### config.mk
export PLATFORM = sky130hd
export DESIGN_NAME = prim_rom_arb
export DESIGN_NICKNAME = d
export VERILOG_FILES = /design/src/rtl/prim_rom_arb.sv
export SDC_FILE = /design/constraint.sdc
export NUM_CORES = 1
export LEC_CHECK = 0
export BUFFER_PORTS_ARGS = -buffer_cell sky130_fd_sc_hd__buf_2
export CORE_ASPECT_RATIO = 1.1
export CORE_MARGIN = 4
export CORE_UTILIZATION = 24
export CTS_CLUSTER_SIZE = 16
export DETAILED_ROUTE_END_ITERATION = 16
export PLACE_DENSITY = 0.78
export SYNTH_ARGS = -nofsm -noshare
export SYNTH_HDL_FRONTEND = slang
export SYNTH_SLANG_ARGS = --single-unit
### constraint.sdc
create_clock -name clk_i -period 0.9 [get_ports clk_i]
set_input_delay 0.135 -clock clk_i [delete_from_list [all_inputs] [get_ports clk_i]]
set_output_delay 0.135 -clock clk_i [all_outputs]
set_load 0.01 [all_outputs]
### src/rtl/prim_rom_arb.sv
// Shares one single-port registered-read ROM between NUM_REQ requesters: one read per cycle,
// response one cycle after grant, out-of-range addresses answered with rerr_o. Optional macro:
// PRIM_ROM_ARB_FIXED_PRIO_EN selects fixed lowest-index-wins priority instead of round-robin.
module prim_rom_arb #(
    parameter int NUM_REQ    = 2,
    parameter int ADDR_WIDTH = 16,
    parameter int DATA_WIDTH = 32,
    parameter int MEM_DEPTH  = 1 << ADDR_WIDTH
) (
    input  logic                          clk_i,
    input  logic                          rst_ni,
    input  logic [NUM_REQ-1:0]            req_i,
    input  logic [NUM_REQ*ADDR_WIDTH-1:0] addr_i,
    output logic [NUM_REQ-1:0]            gnt_o,
    output logic [NUM_REQ-1:0]            rvalid_o,
    output logic                          rerr_o,
    output logic [DATA_WIDTH-1:0]         rdata_o,
    output logic [ADDR_WIDTH-1:0]         rom_addr_o,
    input  logic [DATA_WIDTH-1:0]         rom_rdata_i
);
    localparam int ID_W = (NUM_REQ > 1) ? $clog2(NUM_REQ) : 1;
    // One extra bit so the default depth (1 << ADDR_WIDTH) is representable.
    localparam logic [ADDR_WIDTH:0] LP_DEPTH = (ADDR_WIDTH+1)'(MEM_DEPTH);

    logic                  w_found;
    logic [ID_W-1:0]       w_win;
    logic [ADDR_WIDTH-1:0] w_win_addr;
    logic                  w_grant;
    logic                  w_err;
    logic                  w_rsp_live;

    logic                  r_rsp_valid;
    logic [ID_W-1:0]       r_rsp_id;
    logic                  r_rsp_err;

`ifdef PRIM_ROM_ARB_FIXED_PRIO_EN
    always_comb begin
        w_found = 1'b0;
        w_win   = '0;
        for (int i = 0; i < NUM_REQ; i++) begin
            if (!w_found && req_i[ID_W'(i)]) begin
                w_found = 1'b1;
                w_win   = ID_W'(i);
            end
        end
    end
`else
    logic [ID_W-1:0] r_rr;

    // Search begins just after the last winner and wraps around.
    always_comb begin
        int unsigned idx;
        w_found = 1'b0;
        w_win   = '0;
        for (int i = 0; i < NUM_REQ; i++) begin
            idx = (32'(r_rr) + 32'd1 + 32'(i)) % 32'(NUM_REQ);
            if (!w_found && req_i[ID_W'(idx)]) begin
                w_found = 1'b1;
                w_win   = ID_W'(idx);
            end
        end
    end

    always_ff @(posedge clk_i) begin
        if (!rst_ni) begin
            r_rr <= ID_W'(NUM_REQ - 1);
        end else if (w_grant) begin
            r_rr <= w_win;
        end
    end
`endif

    assign w_grant    = w_found && rst_ni;
    assign w_win_addr = addr_i[w_win*ADDR_WIDTH +: ADDR_WIDTH];
    assign w_err      = w_grant && ({1'b0, w_win_addr} >= LP_DEPTH);

    always_comb begin
        gnt_o = '0;
        if (w_grant) begin
            gnt_o[w_win] = 1'b1;
        end
    end

    assign rom_addr_o = (w_grant && !w_err) ? w_win_addr : '0;

    always_ff @(posedge clk_i) begin
        if (!rst_ni) begin
            r_rsp_valid <= 1'b0;
            r_rsp_id    <= '0;
            r_rsp_err   <= 1'b0;
        end else begin
            r_rsp_valid <= w_grant;
            r_rsp_id    <= w_win;
            r_rsp_err   <= w_err;
        end
    end

    // Gating with rst_ni drops a response still in flight when reset arrives.
    assign w_rsp_live = r_rsp_valid && rst_ni;

    always_comb begin
        rvalid_o = '0;
        if (w_rsp_live) begin
            rvalid_o[r_rsp_id] = 1'b1;
        end
    end

    assign rerr_o  = w_rsp_live && r_rsp_err;
    assign rdata_o = (w_rsp_live && !r_rsp_err) ? rom_rdata_i : '0;

endmodule

==> summary.md, run 1 <==
| Metric | Value |
|---|---|
| Ports | 121 |
| Initial DRC Count | 95 |
| Fillers | 127 |
| CTS root buf | clkbuf_4 |
| IR drop worst, VDD | 585 µV |
| Starting Density | 25.6% |
| Fin crit share | 150% |
| Vias per inst | 5.29 |
| CP endpoint kind | output pin |
| Final setup fails | 52 |
| DP HPWL | 2940 µm |
| Post-placement cell area | 0.00149 mm² |
| Post-synthesis sequential area ratio | 9.13% |
| CTS Buf Count | 3 |
| Reg clk slew, reported paths | 40 ps |
| Drt total wl | 5500 µm |
| Ys Warns | 0 |
| Area of the core | 0.00257 mm² |
| Area of the die | 0.00364 mm² |
| Vias in the first global route | 1,169 |
| CP required | 760 ps |
| Worst Hold Depth | 3 |
| PortBufs | 119 |
| Lkg Pwr | 0.00105 µW |
| Die width | 57.9 µm |
| Routed WL per cell | 20.4 µm |
| CTS tree | built |
| Failing checks | setup timing |
| DRC Markers | 0 |
| FP Rows | 19 |
| Status | complete, but fails checks |
| Final Hold Slack | 241 ps |
| WS Path Type | register to output pin |
| RSZ-0062 raised after global routing | true |
| Design area | 0.00214 mm² |
| First-pass GRT wire length | 5800 µm |
| Post-route ant nets | 0 |
| Antenna cells | 0 |
| MaxCap Viol Count | 0 |
| Worst R2R Setup Slack | 50 ps |
| Synth-to-Final Area Change | 225% |
| Slew Limit Fails | 0 |
| Pin count of the biggest net entering global routing | 44 |
| DIE HEIGHT | 62.9 µm |
| Post-synthesis cell type count | 17 |
| Global route overflow | 0 |
| R2r startpoint | r_rr |
| Hold_sp | req_i[0] |
| Clk sinks | 3 |
| Final Hold Vio Count | 0 |
| Initial antenna violation count | 1 |
| Layout Nets | 307 |
| Gpl congestion | 0.822 |
| Crit start category | register |
| Crit Path Max Fanout | 8 |
| Max Clock Freq | 741 MHz |
| Synth Instances | 112 |
| Layout cell share with drive strength beyond 1 | 81.9% |
| Synthesized cell area | 658 µm² |
| Avg Cell Area, Syn | 5.88 µm² |
| Tmin final | 1350 ps |
| HP Class | primary input to register |
| Power per cell area | 682 mW/mm² |
| H-Tree Depth | 1 |
| Clock Skew | 3.80 ps |
| Maximum clock path buffer count | 2 |
| Setup TNS | -20,510 ps |
| Worst reg2reg endpoint | r_rsp_id |
| Reg2reg path depth | 4 |
| Pre-Repair DR Iteration Count | 4 |
| Routed via count | 1,422 |
| GR Util All Layers | 20.6% |
| Clock Latency Late Sink | 250 ps |
| Synth Register Bits | 3 |
| Hold-fix buffers, CTS | 0 |
| Fin worst setup slack | -449 ps |
| WHS Endpoint | r_rsp_valid |
| Critical path arrival | 1210 ps |
| Synthesized Nets | 180 |
critical path, cell delays in order (launching register included):
cell     delay (ps)
dfxtp_4         360
nand2_4          90
nand2_8          70
buf_12          160
o22ai_4         160
buf_6           130
cell usage in the layout, fill, tap and decap left out, drive strengths merged:
| cell | n |
|---|---|
| conb | 1 |
| and3 | 33 |
| o21ai | 2 |
| dfxtp | 3 |
| clkbuf | 7 |
| inv | 2 |
| nor2 | 6 |
| buf | 132 |
| o22ai | 16 |
| nand2 | 36 |
timing repair:
item	4_1_cts	5_1_grt
pin swaps	11	1
gates cloned	1	3
resized for setup	15	78
endpoints found under the setup margin	52	52
setup buffers	2	1
worst max path at each step:
stage / end / from
finish: rom_addr_o[8] / r_rr
global placement: rom_addr_o[4] / r_rr
global route: rom_addr_o[14] / r_rr
detailed placement: rom_addr_o[11] / r_rr
CTS: rom_addr_o[11] / r_rr
floorplan: rom_addr_o[10] / r_rr
area by class of cell:
class | count | area, µm² | area share [%]
flip-flops and latches | 3 | 67.6 | 3.16
multi-input cells | 94 | 858 | 40.2
inverters | 2 | 7.51 | 0.351
repair buffers | 135 | 1140 | 53.3
well taps | 31 | 38.8 | 1.81
clock buffers | 4 | 26.3 | 1.23
layer usage:
layer | track usage, % | wire [µm] | vias up
met5 | 0 | 13 | -
met4 | 7.54 | 160 | 2
met3 | 6.61 | 550 | 19
met2 | 38.6 | 2790 | 100
met1 | 20.3 | 1990 | 657
li1 | - | - | 644
power by group:
| group | internal [µW] | switching (µW) | total [µW] |
|---|---|---|---|
| logic | 576 | 469 | 1050 |
| clock network | 168 | 92.9 | 261 |
| registers | 141 | 11.5 | 153 |
cells by family (layout without fill, tap and decap cells):
logic type / count (synthesis) / count (layout) / synth area share [%]
compound gates: 18 / 18 / 20.3
buf+inv: 15 / 141 / 14.3
flops: 3 / 3 / 9.13
other cells: 1 / 1 / 0.570
simple gates: 75 / 75 / 55.7
cells in the mapped netlist (all sizes together):
| master | instances | area share [%] |
|---|---|---|
| and3 | 33 | 31 |
| buf | 6 | 7.6 |
| clkbuf | 7 | 5.5 |
| conb | 1 | 0.57 |
| dfxtp | 3 | 9.1 |
| inv | 2 | 1.1 |
| nand2 | 36 | 21 |
| nor2 | 6 | 3.4 |
| o21ai | 2 | 3.2 |
| o22ai | 16 | 17 |
sequential cells by signal, summed over array words and instances (netlist names):
register,count
r_rsp_valid,1
r_rsp_id,1
r_rr,1
metrics by stage:
stage | cells | utilization [%] | worst slack, ps | power (µW)
finish | 269 | 83.2 | -449 | 1460
global route | 269 | 83.2 | -487 | 1540
CTS | 266 | 64.0 | -448 | 1180
detailed placement | 259 | 58.1 | -190 | 862
global placement | 259 | 58.1 | -168 | 852
floorplan | 112 | - | -70.1 | 535
(Power assumes the default switching activity.)
==> run 2, diff against run 1 <==
- PLACE_DENSITY: 0.78 -> default
- PLACE_DENSITY_LB_ADDON: default -> 0.2
==> summary.md, run 2 (synthesis results as in run 1) <==
| Metric | Value |
|---|---|
| Layout cell share with drive strength beyond 1 | 74.1% |
| Initial antenna violation count | 0 |
| Die width | 57.9 µm |
| Sequential power share | 12.4% |
| Initial DRC Count | 42 |
| Post-placement cell area | 0.00150 mm² |
| Routed via count | 1,290 |
| Slew Limit Fails | 0 |
| Worst R2R Setup Slack | 70 ps |
| Worst Hold Depth | 3 |
| Antenna cells | 0 |
| CP endpoint kind | output pin |
| Final Hold Vio Count | 0 |
| Clock Power Share | 19.4% |
| H-Tree Depth | 1 |
| Commonest non-fill, non-tap cell in the layout | buf_2 |
| Int Pwr | 786 µW |
| Final setup fails | 52 |
| Vias in the first global route | 1,164 |
| Lkg Pwr | 0.00104 µW |
| Fin crit share | 145% |
| Status | complete, but fails checks |
| IR drop worst, VDD | 623 µV |
| Global route overflow | 0 |
| Most frequent cells in the layout | buf_2, nand2_1, buf_6 |
| Power per cell area | 676 mW/mm² |
| FP Rows | 19 |
| CTS root buf | clkbuf_4 |
| WHS Endpoint | r_rsp_valid |
| Failing checks | setup timing |
| Comb pwr share | 68.1% |
| Clock Skew | 0.0542 ps |
| RSZ-0062 raised after global routing | true |
| Sw power | 472 µW |
| Layout Nets | 308 |
| Max Clock Freq | 766 MHz |
| Maximum clock path buffer count | 2 |
| CTS tree | built |
| Reg2reg path depth | 4 |
| Synth-to-Final Area Change | 183% |
| Util after Layout | 72.5% |
| Vias per inst | 4.78 |
| Hold-fix buffers, CTS | 0 |
| Post-route ant nets | 0 |
| HP Class | primary input to register |
| Top Registers | r_rr: 1 flops, r_rsp_id: 1 flops, r_rsp_valid: 1 flops |
| Area of the core | 0.00257 mm² |
| CP required | 760 ps |
| Tmin final | 1310 ps |
| Tot Pwr | 1260 µW |
| PortBufs | 119 |
| Clock Latency Late Sink | 240 ps |
| First-pass GRT wire length | 5230 µm |
| Gpl congestion | 0.722 |
| Crit Path Max Fanout | 9 |
| Pre-Repair DR Iteration Count | 4 |
| DP HPWL | 2470 µm |
| DRC Markers | 0 |
| Area of the die | 0.00364 mm² |
| Pin count of the biggest net entering global routing | 32 |
| Post-Place Cells | 263 |
| Clk sinks | 3 |
| Routed WL per cell | 13.3 µm |
| CTS Buf Count | 3 |
| Non-Filler Instances | 270 |
| Worst reg2reg endpoint | r_rsp_id |
| Critical path arrival | 1170 ps |
| Ports | 121 |
| MaxCap Viol Count | 0 |
| Crit start category | register |
| Hold_sp | req_i[0] |
| Sw Share | 37.5% |
| WS Path Type | register to output pin |
| Final Hold Slack | 231 ps |
| GR Util All Layers | 17.8% |
| DIE HEIGHT | 62.9 µm |
| R2r startpoint | r_rr |
| Fin worst setup slack | -406 ps |
| Drt total wl | 3600 µm |
| Starting Density | 25.6% |
| Design area | 0.00186 mm² |
| Reg clk slew, reported paths | 40 ps |
-- run 2: cell types whose count changed in the layout (fill, tap and decap cells not counted), moves of 2 or more --
cell | before | now
buf_12 | 9 | 5
o22ai_4 | 10 | 8
clkbuf_16 | 3 | 0
o22ai_1 | 0 | 2
buf_2 | 79 | 94
buf_6 | 42 | 29
and3_1 | 2 | 18
and3_4 | 31 | 15
nor2_2 | 2 | 0
buf_4 | 2 | 7
-- run 2: critical path, stage by stage (launching register included) --
cell     delay (ps)
dfxtp_4         360
o21ai_4         180
buf_12          190
o22ai_4          70
buf_6           120
-- run 2: timing repair --
action | CTS | global route
endpoints found under the hold margin | 0 | 0
pin swaps | 3 | 2
setup buffers | 2 | 1
resized for setup | 33 | 26
endpoints found under the setup margin | 52 | 52
cloned | 3 | 0
-- run 2: per-stage QoR --
| stage | setup TNS [ps] | setup WS, ps |
|---|---|---|
| final | -16300 | -406 |
| after detailed placement | -3020 | -160 |
| after global routing | -18310 | -461 |
| after CTS | -17750 | -413 |
| after global placement | -2900 | -145 |
| after floorplan | -662 | -70.1 |
-- run 2: layer usage --
metal / vias to the layer above / wire (µm) / global-route usage [%]
met4: 0 / 14 / 3.48
met1: 569 / 1190 / 18.9
met2: 75 / 2000 / 34.3
met3: 2 / 391 / 4.34
li1: 644 / - / -
met5: - / 0 / 0
-- run 2: final cells by class --
class / count / area [µm²]
Multi-Input combinational cell: 94 / 744
Tap cell: 31 / 38.8
Clock buffer: 4 / 26.3
Inverter: 2 / 7.51
Timing Repair Buffer: 136 / 977
Fill cell: 219 / 706
Sequential cell: 3 / 67.6
-- run 2: worst max path at each step --
stage | startpoint | end | slack [ps] | cells after the start
4_1_cts | r_rr | rom_addr_o[2] | -410 | 5
2_1_floorplan | r_rr | rom_addr_o[10] | -70 | 4
6_report | r_rr | rom_addr_o[12] | -410 | 4
3_3_place_gp | req_i[1] | rom_addr_o[9] | -150 | 6
5_1_grt | r_rr | rom_addr_o[12] | -460 | 4
3_5_place_dp | r_rr | rom_addr_o[14] | -160 | 5
-- run 2: power by group through the flow --
stage	clock network, µW	registers [µW]	logic [µW]
finish	244	157	857
global route	262	158	926
CTS	252	157	833
detailed placement	0	153	697
global placement	0	152	691
floorplan	0	153	382
==> run 3, diff against run 2 <==
- CORE_UTILIZATION: 24 -> 26
- SETUP_SLACK_MARGIN: default -> 0.02
- SLEW_MARGIN: default -> 20
- clock period: 0.9 -> 1.32 ns (I/O delays scaled with it)
==> summary.md, run 3 (synthesis results as in run 1) <==
| Metric | Value |
|---|---|
| Commonest non-fill, non-tap cell in the layout | buf_2 |
| Hold-fix buffers, CTS | 0 |
| Routed via count | 1,200 |
| Starting Density | 28.4% |
| Ports | 121 |
| Fin worst setup slack | -86.2 ps |
| Pin count of the biggest net entering global routing | 49 |
| Power per cell area | 491 mW/mm² |
| Buf/Inv on CP | 3 |
| WS Path Type | register to output pin |
| Crit path max-delay family | buffers and inverters |
| Tmin final | 1410 ps |
| Clock Skew | 7.36 ps |
| Clk sinks | 3 |
| Slew Limit Fails | 0 |
| Lkg Pwr | 0.000971 µW |
| Global route overflow | 0 |
| Top Registers | r_rr: 1 flops, r_rsp_id: 1 flops, r_rsp_valid: 1 flops |
| Fin crit share | 107% |
| Failing checks | setup timing |
| Gpl congestion | 0.708 |
| CTS tree | built |
| Status | complete, but fails checks |
| Vias per inst | 4.58 |
| Crit Path Max Fanout | 8 |
| Initial DRC Count | 27 |
| MaxCap Viol Count | 0 |
| Vias in the first global route | 967 |
| Fillers | 260 |
| RSZ-0062 raised after global routing | true |
| Die width | 56.0 µm |
| Final Hold Vio Count | 0 |
| Post-Place Cells | 255 |
| Crit start category | register |
| Sequential power share | 15.1% |
| Design area | 0.00139 mm² |
| CP required | 1120 ps |
| Comb pwr share | 60.8% |
| Drt total wl | 3160 µm |
| Worst-path cell chain | buf_6, o21ai_4, buf_6, o22ai_2, buf_2 |
| HP Class | primary input to register |
| Layout cell share with drive strength beyond 1 | 61.2% |
| Sw Share | 37.8% |
| Worst path max stage delay | 320 ps |
| DP HPWL | 2360 µm |
| First-pass GRT wire length | 4420 µm |
| IR drop worst, VDD | 498 µV |
| Area of the core | 0.00232 mm² |
| Reg clk slew, reported paths | 40 ps |
| Pre-Repair DR Iteration Count | 4 |
| Antenna cells | 0 |
| FP Rows | 18 |
| GR Util All Layers | 15.5% |
| CTS root buf | clkbuf_4 |
| Most frequent CP cell | buf_6 |
| Final Hold Slack | 245 ps |
| Layout Nets | 301 |
| Initial antenna violation count | 0 |
| Post-CTS Setup Inserts | 0 |
| Maximum clock path buffer count | 2 |
| Final setup fails | 17 |
| Int Pwr | 424 µW |
| CP endpoint kind | output pin |
| Routed WL per cell | 12.1 µm |
| H-Tree Depth | 1 |
| Post-placement cell area | 0.00128 mm² |
| PortBufs | 119 |
| CTS Buf Count | 3 |
| DIE HEIGHT | 60.8 µm |
| DRC Markers | 0 |
| Clock Latency Late Sink | 240 ps |
| Synth-to-Final Area Change | 111% |
| Non-Filler Instances | 262 |
| Slowest-stage cell, CP | dfxtp_2 |
| Max Clock Freq | 711 MHz |
| Post-route ant nets | 0 |
| Pre-CTS WS | 88.1 ps |
| Clock Power Share | 24.1% |
| Sw power | 258 µW |
| Critical path arrival | 1210 ps |
| Most frequent cells in the layout | buf_2, nand2_1, and3_1 |
| Area of the die | 0.00340 mm² |
## run 3: cell types whose count changed in the layout (fill, tap and decap cells not counted), moves of 2 or more
cell     delta
buf_6      -26
buf_2      +25
and3_1     +15
and3_4     -15
o22ai_1    +10
o22ai_4     -8
buf_4       -4
buf_12      -3
nor2_1      +2
nor2_4      -2
o22ai_2     -2
## run 3: area by class of cell
class / count / area (µm²) / area share, %
timing repair buffer: 128 / 717 / 51.6
multi-input combinational: 95 / 536 / 38.6
sequential: 3 / 65.1 / 4.68
tap: 30 / 37.5 / 2.70
clock buffer: 4 / 26.3 / 1.89
inverter: 2 / 7.51 / 0.541
## run 3: repair_timing
item,CTS,global route
resized for setup,5,7
cloned,0,3
pin swaps,0,3
setup endpoints to repair,18,21
## run 3: through the flow
step                      util, %  power, µW  setup TNS, ps
after detailed placement     55.3        487              0
after global routing         59.9        746          -2090
final                        59.9        682          -1070
after global placement       55.3        484              0
after CTS                    57.2        664          -1210
after floorplan                 -        297              0
## run 3: power by group through the flow
stage / logic [µW] / clock network (µW) / registers (µW)
floorplan: 193 / 0 / 103
finish: 415 / 164 / 103
global placement: 382 / 0 / 102
global route: 459 / 184 / 103
detailed placement: 385 / 0 / 102
CTS: 393 / 170 / 101
## run 3: metal layers
layer	share of wire [%]	up-vias	track usage (%)
met5	0	-	0
met4	0	0	2.37
met3	12	0	5.11
met2	50	69	28.4
met1	38	501	18.1
li1	-	630	-
## run 3: final timing paths
| check | startpoint | end | slack [ps] | depth (start not counted) |
|---|---|---|---|---|
| min reg2reg | r_rr | r_rr | 610 | 3 |
| max | r_rr | rom_addr_o[14] | -90 | 5 |
| min | req_i[0] | r_rsp_valid | 250 | 3 |
| max reg2reg | r_rr | r_rsp_id | 470 | 4 |
## run 3: tightest hold or removal path, stage by stage
cell	delay [ps]
buf_2	130
nor2_1	50
nor2_1	70
